[config.mk]
export PLATFORM = sky130hd
export DESIGN_NAME = serial_subtractor
export DESIGN_NICKNAME = d
export VERILOG_FILES = /design/src/rtl/serial_subtractor.sv
export SDC_FILE = /design/constraint.sdc
export NUM_CORES = 1
export LEC_CHECK = 0
export BUFFER_PORTS_ARGS = -buffer_cell sky130_fd_sc_hd__buf_2
export CORE_MARGIN = 1.5
export CORE_UTILIZATION = 30
export CTS_CLUSTER_DIAMETER = 100
export CTS_CLUSTER_SIZE = 20
export DETAILED_ROUTE_END_ITERATION = 10
export HOLD_SLACK_MARGIN = 0.1
export SLEW_MARGIN = 20
export SYNTH_ARGS = -nofsm -noshare
export SYNTH_HDL_FRONTEND = slang
export SYNTH_SLANG_ARGS = --single-unit
[constraint.sdc]
create_clock -name clk -period 3.1 [get_ports clk]
set_input_delay 0.62 -clock clk [delete_from_list [all_inputs] [get_ports clk]]
set_output_delay 0.62 -clock clk [all_outputs]
set_load 0.01 [all_outputs]
[src/rtl/serial_subtractor.sv]
// Bit-serial two's-complement subtractor (a - b, LSB first) behind a start/done handshake.
// Define SERIAL_SUB_FLAGS_EN to register the zr/ng result flags; otherwise both read 0.
module serial_subtractor #(
    parameter int WIDTH = 16
) (
    input  logic             clk,
    input  logic             reset,
    input  logic             start,
    input  logic [WIDTH-1:0] a,
    input  logic [WIDTH-1:0] b,
    output logic             busy,
    output logic             done,
    output logic [WIDTH-1:0] diff,
    output logic             borrow_out,
    output logic             zr,
    output logic             ng
);
    localparam int CNT_W = $clog2(WIDTH);

    typedef enum logic [1:0] {IDLE, RUN, DONE} state_t;

    state_t           state;
    logic [WIDTH-1:0] a_sr;
    logic [WIDTH-1:0] b_sr;
    // Only WIDTH-1 result bits need storing; the last bit goes straight into diff.
    logic [WIDTH-2:0] res_sr;
    logic [CNT_W-1:0] cnt;
    logic             borrow;

    logic             x;
    logic             y;
    logic             d;
    logic             borrow_nxt;
    logic [WIDTH-1:0] res_nxt;
    logic             last;

    // NOTE: every signal is assigned unconditionally here, so no latch can be inferred.
    always_comb begin
        x          = a_sr[0];
        y          = b_sr[0];
        d          = x ^ y ^ borrow;
        borrow_nxt = (~x & y) | (~(x ^ y) & borrow);
        res_nxt    = {d, res_sr};
        last       = (cnt == CNT_W'(WIDTH - 1));
    end

    // NOTE: sequential state uses non-blocking assignments so every register samples pre-edge values.
    always_ff @(posedge clk or posedge reset) begin
        if (reset) begin
            state      <= IDLE;
            busy       <= 1'b0;
            done       <= 1'b0;
            diff       <= '0;
            borrow_out <= 1'b0;
            a_sr       <= '0;
            b_sr       <= '0;
            res_sr     <= '0;
            cnt        <= '0;
            borrow     <= 1'b0;
`ifdef SERIAL_SUB_FLAGS_EN
            zr         <= 1'b0;
            ng         <= 1'b0;
`endif
        end else begin
            done <= 1'b0;
            case (state)
                IDLE, DONE: begin
                    if (start) begin
                        a_sr   <= a;
                        b_sr   <= b;
                        borrow <= 1'b0;
                        cnt    <= '0;
                        busy   <= 1'b1;
                        state  <= RUN;
                    end else begin
                        state <= IDLE;
                    end
                end
                RUN: begin
                    a_sr   <= a_sr >> 1;
                    b_sr   <= b_sr >> 1;
                    res_sr <= res_nxt[WIDTH-1:1];
                    borrow <= borrow_nxt;
                    cnt    <= cnt + 1'b1;
                    if (last) begin
                        diff       <= res_nxt;
                        borrow_out <= borrow_nxt;
                        busy       <= 1'b0;
                        done       <= 1'b1;
                        state      <= DONE;
`ifdef SERIAL_SUB_FLAGS_EN
                        zr         <= (res_nxt == '0);
                        ng         <= res_nxt[WIDTH-1];
`endif
                    end
                end
                default: state <= IDLE;
            endcase
        end
    end

`ifndef SERIAL_SUB_FLAGS_EN
    assign zr = 1'b0;
    assign ng = 1'b0;
`endif

endmodule

After elaboration in Yosys (flattened, before gate mapping)

Cells that the tools add are included.

Flip-flop bits (word level): 73
Logic and storage cells: 45
Output and inout bits: 21

Add/sub/neg operators: 1
Eq/ne operators: 5
Multiplexer cells: 16
Bitwise logic cells: 7
Reductions and logical operators: 6

Operators by type and width:

| operator            | count |
|---|---|
| $pmux 16 s2         | 2 |
| $mux 16             | 2 |
| $pmux 4 s2          | 1 |
| $mux 1              | 6 |
| $add 4x1->4 const B | 1 |
| $eq 4x4->1 const B  | 1 |
| $mux 4              | 1 |
| $ne 2x2->1 const B  | 2 |
| $pmux 1 s2          | 2 |
| $pmux 2 s2          | 1 |
| $reduce_and 2->1    | 2 |
| $reduce_and 3->1    | 1 |
| $and 1x1->1         | 2 |
| $eq 2x1->1 const B  | 1 |
| $eq 2x2->1 const B  | 1 |
| $logic_not 2->1     | 1 |
| $mux 2              | 1 |
| $not 1->1           | 2 |
| $reduce_bool 2->1   | 1 |
| $reduce_or 2->1     | 1 |
| $xor 1x1->1         | 2 |
| $or 1x1->1          | 1 |

Longest topological paths before layout

Gate-level depths: netlist of the first run.

Word-level depth: 5
Gate-level depth with buffers: 6
Depth with buffers taken out: 4

Worst setup path after synthesis of the first run

Ideal clock, no wire load.

Path kind: input port to flip-flop
Start: input port start
End: register b_sr[0]
Path slack: 1,577 ps
Arrival: 1,397 ps
Setup time: 126 ps
Path buffers: 2
Stages: 5
Required time: 2,974 ps
Cell sequence: nor2b_2 > buf_4 > buf_4 > nor3_1 > a221o_1

Cells in the longest elaborated chain, start to end: 2

RTL lines:

| item                       | line | text |
|---|---|---|
| start, declared            | 8    | `input logic start,` |
| $ne 2x2->1 (no line)       | -    |  |
| $reduce_and 2->1 (no line) | -    |  |
| end signal, assigned       | 81   | `b_sr <= b_sr >> 1;` |
| end, declared              | 24   | `logic [WIDTH-1:0] b_sr;` |

Every way passes these cells.
A chain may end at the register's enable or synchronous reset.

Final worst setup path of the first run

Start: register state[0]
End: register b_sr[0]

Cells in the longest elaborated chain, start to end: 4
Elaborated cells on any way between the ends: 8

RTL lines:

| item                                                             | line | text |
|---|---|---|
| start, declared                                                  | 22   | `state_t state;` |
| start signal, assigned                                           | 50   | `state <= IDLE;` |
| start signal, assigned                                           | 74   | `state <= RUN;` |
| start signal, assigned                                           | 76   | `state <= IDLE;` |
| $eq 2x2->1 / $logic_not 2->1 (equally long branches)             | 66   | `case (state)` |
| $reduce_or 2->1                                                  | 66   |  |
| $ne 2x2->1 (no line) / $reduce_bool 2->1 (equally long branches) | -    |  |
| $reduce_and 2->1 (no line)                                       | -    |  |

Parallel ways exist; a longest one is shown, timed or not.

==> parameters.txt, run 1 <==
Parameter                              Value

Run status
  Status    finished, final reports clean

STA
  Final worst-path setup slack    1.22 ns
  Layout Skew    0.0105 ns
  Worst hold slack    0.376 ns
  # setup viols final    0
  Relative slew margins    49.4%
  Maximum achievable frequency    531 MHz
  Hold Fails Final Rpt    0
  Minimum period implied by the final worst setup slack    1.88 ns
  Period Utilization, post-route    60.7%
  Count of pins over their slew limit    0
  Slew of the pin with the lowest slew margin    0.757 ns
  RSZ-0062 raised after global routing    false
  Accumulated negative setup slack    0 ns

Placed design
  Placed insts    414
  Last weighted congestion value of the routability-driven placer    0.692
  DP HPWL    3710 um
  Pre-CTS WS    1.18 ns
  Total of buffers placed on input and output ports    53

Routing
  Number of nets with antenna violations after detailed routing    0
  1st-pass router iterations    4
  Number of design rule violations left after detail routing    0
  Wire per inst    13.1 um
  Via Count    1995
  Routed wire length    5650 um
  Initial DRC Count    100
  Number of vias per cell after detailed routing    4.64

Worst setup path
  Register-to-Register Setup Slack    1.22 ns
  Kind of end point of the critical path    flop
  Kind of launch point of the worst setup path    flop
  Endpoint of the most critical setup path    b_sr[0]
  Required time of the worst setup path    3.33 ns
  Delay of the slowest critical-path stage    0.64 ns
  CP delay by family, top    simple AND/OR/NAND/NOR gates
  CP Depth    4
  Critical-path cell list    nor2b_4, buf_4, nor3_1, a221o_1
  Launch point of the critical path    state[0]
  R2r worst-path depth    4
  Terminus of the critical flop-to-flop path    b_sr[0]
  Slowest stage cell on the critical path    nor2b_4
  Startpoint of the lowest-slack register-to-register path    state[0]
  Worst Path Class, Setup    reg -> reg
  Count of buffering cells on the critical path with inverters included    1
  Critical path data arrival time    2.11 ns
  Max FO, Critical Path    31

Synth
  Number of synthesized flops with an enable pin    0
  Top cell type by total area after synthesis    dfrtp_1
  Combined area of all synthesized cells    0.00300 mm2
  Synthesis-stage register bit count    73
  Top area cells in the synthesized netlist    dfrtp_1, a22o_1, a21o_1
  Synthesized-area fraction occupied by xor and xnor cells    0%
  Area share of fa/ha/maj cells after synthesis    1.08%
  Synth top cells by count    dfrtp_1, nand2_1, a22o_1, a21o_1, mux2_1
  Share of the yosys chip area belonging to registers    60.8%
  Number of warning messages in the yosys log    0
  Fraction of synthesis flops using an asynchronous set or reset pin    100%
  Most repeated cell in the gate-level netlist after synthesis    dfrtp_1
  Avg Synthesized Cell Area    12.5 um2
  Dominant register cell in the synthesized netlist    dfrtp_1
  Cell count after synthesis    241
  Post-synthesis mux area share    7.04%
  Distinct cell type count after synthesis    27
  Combinational family with the most area after synthesis    compound AO/OA/AOI/OAI gates
  Area fraction in compound gates after synthesis    18.3%
  Simple logic cell fraction of the synthesized area    8.54%
  Proportion of netlist area held by the largest area contributor    60.8%

Floorplanning
  Core footprint    0.00973 mm2
  Standard-cell rows    36
  Vertical die dimension    103 um
  Die Footprint    0.0106 mm2
  Overall die width    103 um
  Effective utilization at floorplan    30.9%
  Number of top-level pins    56

CTS
  CTS Buffer Depth    2
  Clock Latency Late Sink    0.35 ns
  TritonCTS clock tree    built
  Htree depth    3
  Post-CTS sizing    0
  Number of buffers created by CTS    9
  Clk root buf    clkbuf_8
  Sink Count    73
  Clock transition at the registers of the reported paths    0.08 ns
  Count of buffers added by post-CTS timing repair for setup    0
  Cts hold-fix bufs    0

GRT
  Pin count of the biggest net entering global routing    44
  Wire length of the first global-routing pass    9600 um
  Initial antenna violation count    0
  Total overflow reported by the global router    0
  Number of global-route vias before repair    1931
  Overall fraction of global-route tracks in use    12.0%

Worst hold path
  Min-Delay Path Class    in -> async

Power
  PwrDens    970 mW/mm2
  Leakage Power    1.97 nW
  Combinational share of power    32.7%
  Net switching power figure    1.17 mW
  Clock power share    21.7%
  Maximum ir drop on the vdd rail    373 uV
  Sequential Power Share    45.6%
  Internal power summed over all cells    2.31 mW
  Proportion of total power due to net switching    33.7%

Cells and area
  FILL cells    994
  Post-layout nets    329
  Reg area    0.00183 mm2
  Share of cells above drive strength 1    26.9%
  Non-filler instance count after layout    430
  Multi-input gate area    0.00107 mm2
  Number of antenna repair diodes    0
  Area added between synthesis and finish    19.3%

Run
  Maxcap violations    0
-- worst reg2reg max path, delay by kind of cell, from the launching register on --
family | cells | cell delay, ns
and+or+nand+nor | 2 | 0.72
DFF | 1 | 0.41
buffers and inverters | 1 | 0.37
AOI/OAI and AO/OA | 1 | 0.27
-- registers in the layout (all words and copies together) (netlist names) --
name,flops
busy,1
borrow,1
diff,16
a_sr,16
res_sr,15
b_sr,16
state,2
done,1
borrow_out,1
cnt,4
-- metrics by stage --
step                      cell area (um2)  util (%)  total power, mW
after global routing                 3580      36.8             3.76
after global placement               3380      34.8             2.73
after CTS                            3580      36.8             3.54
after detailed placement             3380      34.8             2.77
after floorplan                      3010         -             2.47
final                                3580      36.8             3.48
-- cell usage in the layout, fill, tap and decap left out, drive strengths merged --
cell type / count
a21o: 30
a221o: 1
a22o: 33
buf: 57
bufinv: 1
clkbuf: 9
clkinv: 3
clkinvlp: 1
conb: 2
dfrtp: 73
fa: 1
ha: 1
inv: 5
mux2: 17
mux2i: 2
nand2: 45
nand2b: 3
nand3: 1
nand4: 1
nor2: 3
nor2b: 3
nor3: 1
o21ai: 2
o2bb2ai: 1
o31ai: 1
-- how the worst min path moves through the flow --
stage / start / to / slack [ns] / cells after the start
floorplan: res_sr[0] / res_sr[0] / 0.44 / 2
global placement: b_sr[11] / b_sr[11] / 0.46 / 1
detailed placement: b_sr[8] / b_sr[8] / 0.47 / 1
CTS: reset / b_sr[6] / 0.40 / 2
global route: reset / b_sr[6] / 0.44 / 2
finish: reset / a_sr[11] / 0.38 / 2
-- kinds of logic (layout without fill, tap and decap cells) --
kind of cell / count (synthesis) / after routing
buf+inv: 21 / 76
mux: 19 / 19
fa+ha+maj: 2 / 2
other cells: 1 / 2
flops: 73 / 73
compound gates: 68 / 68
simple gates: 57 / 57
-- metal layers --
| metal | share of wire [%] | up-vias | global-route usage, % | wire length [um] |
|---|---|---|---|---|
| li1 | - | 950 | - | - |
| met1 | 45 | 983 | 15.2 | 2540 |
| met2 | 48 | 53 | 18.8 | 2690 |
| met3 | 5.8 | 9 | 4.61 | 328 |
| met4 | 1.6 | 0 | 4.37 | 91 |
| met5 | 0 | - | 0 | 0 |
-- power by group through the flow --
stage	Clock, mW	Combinational, mW	Sequential (mW)
floorplan	0	0.879	1.59
global placement	0	1.13	1.59
detailed placement	0	1.16	1.61
CTS	0.780	1.17	1.59
global route	0.819	1.29	1.64
finish	0.755	1.14	1.58
-- cell type report --
cell class                      count  area share, %
Clock buffer                        9           3.46
Clock inverter                      7           2.16
Inverter                            3          0.314
Multi-Input combinational cell    148           29.9
Sequential cell                    73           51.0
Tap cell                          133           4.64
Timing Repair Buffer               57           8.59
Power figures use the tool's default switching activity.
==> run 2: changes to the inputs <==
clock period = 1.9 ns   (was 3.1 ns; I/O delays follow)
==> run 2 against run 1 <==
  * Total power is 66% higher
  * Cell count is 2.1% higher
  * Sequential share of layout area fell by 1.2 points
  * Clock skew up 0.0016 ns
  * Fmax up 14%
  * Critical path depth is 1 higher
  * Worst setup slack got worse by 0.96 ns
  * Die area unchanged
  * Sequential power rose by 64%
  * Clock-buffer cell count is 1 higher
  * Core utilization rose by 0.90 points
  * Critical endpoint is now diff[1]
  * Largest cell class unchanged
==> parameters.txt, run 2 (synthesis gave the netlist of run 1 again) <==
Parameter                              Value

Worst setup path
  Worst Path Class, Setup    reg -> reg
  Critical path data arrival time    1.87 ns (-0.24 ns)
  Kind of launch point of the worst setup path    flop
  Required time of the worst setup path    2.13 ns (-1.20 ns)
  Max FO, Critical Path    17 (-45%)
  Kind of end point of the critical path    flop

Cells and area
  Number of antenna repair diodes    0 (unchanged)
  Multi-input gate area    0.00107 mm2 (unchanged)
  Share of cells above drive strength 1    28.8% (+1.8 points)
  Reg area    0.00183 mm2 (unchanged)
  Largest registers    a_sr: 16 flops, b_sr: 16 flops, diff: 16 flops
  Post-layout nets    338 (+2.7%)
  Most used cells in the layout excluding fill and tap cells    dfrtp_1, buf_2, nand2_1
  Non-filler instance count after layout    439 (+2.1%)
  Most common cell after layout, fill and taps aside    dfrtp_1
  FILL cells    1013 (+1.9%)
  Area added between synthesis and finish    22.2%

Floorplanning
  Die Footprint    0.0106 mm2 (unchanged)
  Effective utilization at floorplan    30.9% (unchanged)
  Core footprint    0.00973 mm2 (unchanged)
  Number of top-level pins    56 (unchanged)
  Vertical die dimension    103 um (unchanged)
  Overall die width    103 um (unchanged)
  Standard-cell rows    36 (unchanged)

CTS
  CTS Buffer Depth    2 (unchanged)
  Clock transition at the registers of the reported paths    0.08 ns (about the same)
  Number of buffers created by CTS    9 (unchanged)
  Clk root buf    clkbuf_8
  TritonCTS clock tree    built
  Clock Latency Late Sink    0.35 ns (about the same)
  Htree depth    3 (unchanged)
  Sink Count    73 (unchanged)

Power
  Internal power summed over all cells    3.86 mW (+67%)
  Proportion of total power due to net switching    33.1% (-0.57 points)
  Combinational share of power    33.9% (+1.2 points)
  Maximum ir drop on the vdd rail    662 uV (+78%)
  Clock power share    21.2% (-0.5 points)
  Net switching power figure    1.91 mW (+63%)
  Leakage Power    2.02 nW (+2.4%)
  Post-route total power    5.77 mW (+66%)
  Sequential Power Share    44.9% (-0.7 points)
  PwrDens    1570 mW/mm2 (+62%)

STA
  RSZ-0062 raised after global routing    false
  Minimum period implied by the final worst setup slack    1.65 ns (-0.236 ns)
  Hold Fails Final Rpt    0 (unchanged)
  Final worst-path setup slack    0.255 ns (-0.964 ns)
  Accumulated negative setup slack    0 ns (unchanged)
  Count of pins over their slew limit    0 (unchanged)
  Period Utilization, post-route    86.6% (+26 points)
  Worst hold slack    0.257 ns (-0.119 ns)
  Maximum achievable frequency    608 MHz (+14%)
  Layout Skew    0.0120 ns (+0.00158 ns)
  # setup viols final    0 (unchanged)

Run
  Maxcap violations    0 (unchanged)

Routing
  Wire per inst    13.2 um (+0.64%)
  Number of nets with antenna violations after detailed routing    0 (unchanged)
  Number of vias per cell after detailed routing    4.60 (-0.82%)
  1st-pass router iterations    4 (unchanged)
  Via Count    2020 (+1.3%)
  Initial DRC Count    59 (-41%)
  Routed wire length    5810 um (+2.7%)
  Number of design rule violations left after detail routing    0 (unchanged)

Worst hold path
  Min-Delay Path Class    in -> reg

GRT
  Overall fraction of global-route tracks in use    12.4% (+0.37 points)
  Number of global-route vias before repair    2131 (+10%)
  Wire length of the first global-routing pass    10100 um (+5.0%)
  Initial antenna violation count    0 (unchanged)
  Total overflow reported by the global router    0 (unchanged)
  Pin count of the biggest net entering global routing    37 (-16%)

Placed design
  Placed insts    422 (+1.9%)
  Last weighted congestion value of the routability-driven placer    0.736 (+6.3%)
  Pre-CTS WS    0.240 ns (-0.940 ns)
  DP HPWL    4010 um (+8.0%)
  Total of buffers placed on input and output ports    53 (unchanged)

Run status
  Status    finished, final reports clean
run 2: cell count changes in the layout (fill, tap and decap cells not counted):
cell	change
buf_4	+7
buf_12	+1
clkbuf_8	+1
clkinv_2	+1
clkinv_4	-1
clkinvlp_4	+1
dlygate4sd3_1	+1
inv_2	-1
inv_6	-1
run 2: worst max-delay path, stage by stage (launching register included):
cell and delay, ns:
dfrtp_1 0.39, ha_1 0.22, nand3_2 0.18, nor2_4 0.14, buf_4 0.26, mux2_1 0.35
run 2: layout make-up:
cell class	count	area share [%]
tap	133	4.53
clock buffer	10	3.75
multi-input combinational	148	29.2
sequential	73	49.7
timing repair buffer	66	10.6
clock inverter	6	1.77
inverter	3	0.409
run 2: what timing repair did:
action	CTS	global route
endpoints found under the hold margin	17	0
hold buffers	1	0
resized for setup	0	0
setup endpoints to repair	0	0
buffers inserted	0	0
run 2: routing by layer:
layer / vias to the layer above / share of wire (%) / global-route usage, %
met1: 1010 / 46 / 15.3
met2: 45 / 47 / 19.8
met5: - / 0 / 0
li1: 959 / - / -
met3: 6 / 6.0 / 5.22
met4: 0 / 1.1 / 3.74
run 2: worst paths after layout:
kind / from / to / slack, ns / cells after the start
setup / recovery: cnt[1] / diff[1] / 0.25 / 5
hold / removal: a[15] / a_sr[15] / 0.26 / 2
setup reg to reg: cnt[1] / diff[1] / 0.25 / 5
hold reg to reg: b_sr[8] / b_sr[8] / 0.48 / 1
max in group asynchronous: reset / borrow_out / 0.77 / 4
min in group asynchronous: reset / a_sr[8] / 0.61 / 3
run 2: stage by stage:
step / util, % / instance area, um2
2_1_floorplan: - / 3010
3_3_place_gp: 35.6 / 3460
3_5_place_dp: 35.6 / 3460
4_1_cts: 37.7 / 3670
5_1_grt: 37.7 / 3670
6_report: 37.7 / 3670
run 2: power groups by stage:
stage          sequential (mW)  combinational (mW)  clock, mW
6_report                  2.59                1.96       1.23
5_1_grt                   2.68                2.22       1.34
4_1_cts                   2.60                2.01       1.27
3_5_place_dp              2.63                2.01          0
3_3_place_gp              2.60                1.95          0
2_1_floorplan             2.59                1.43          0
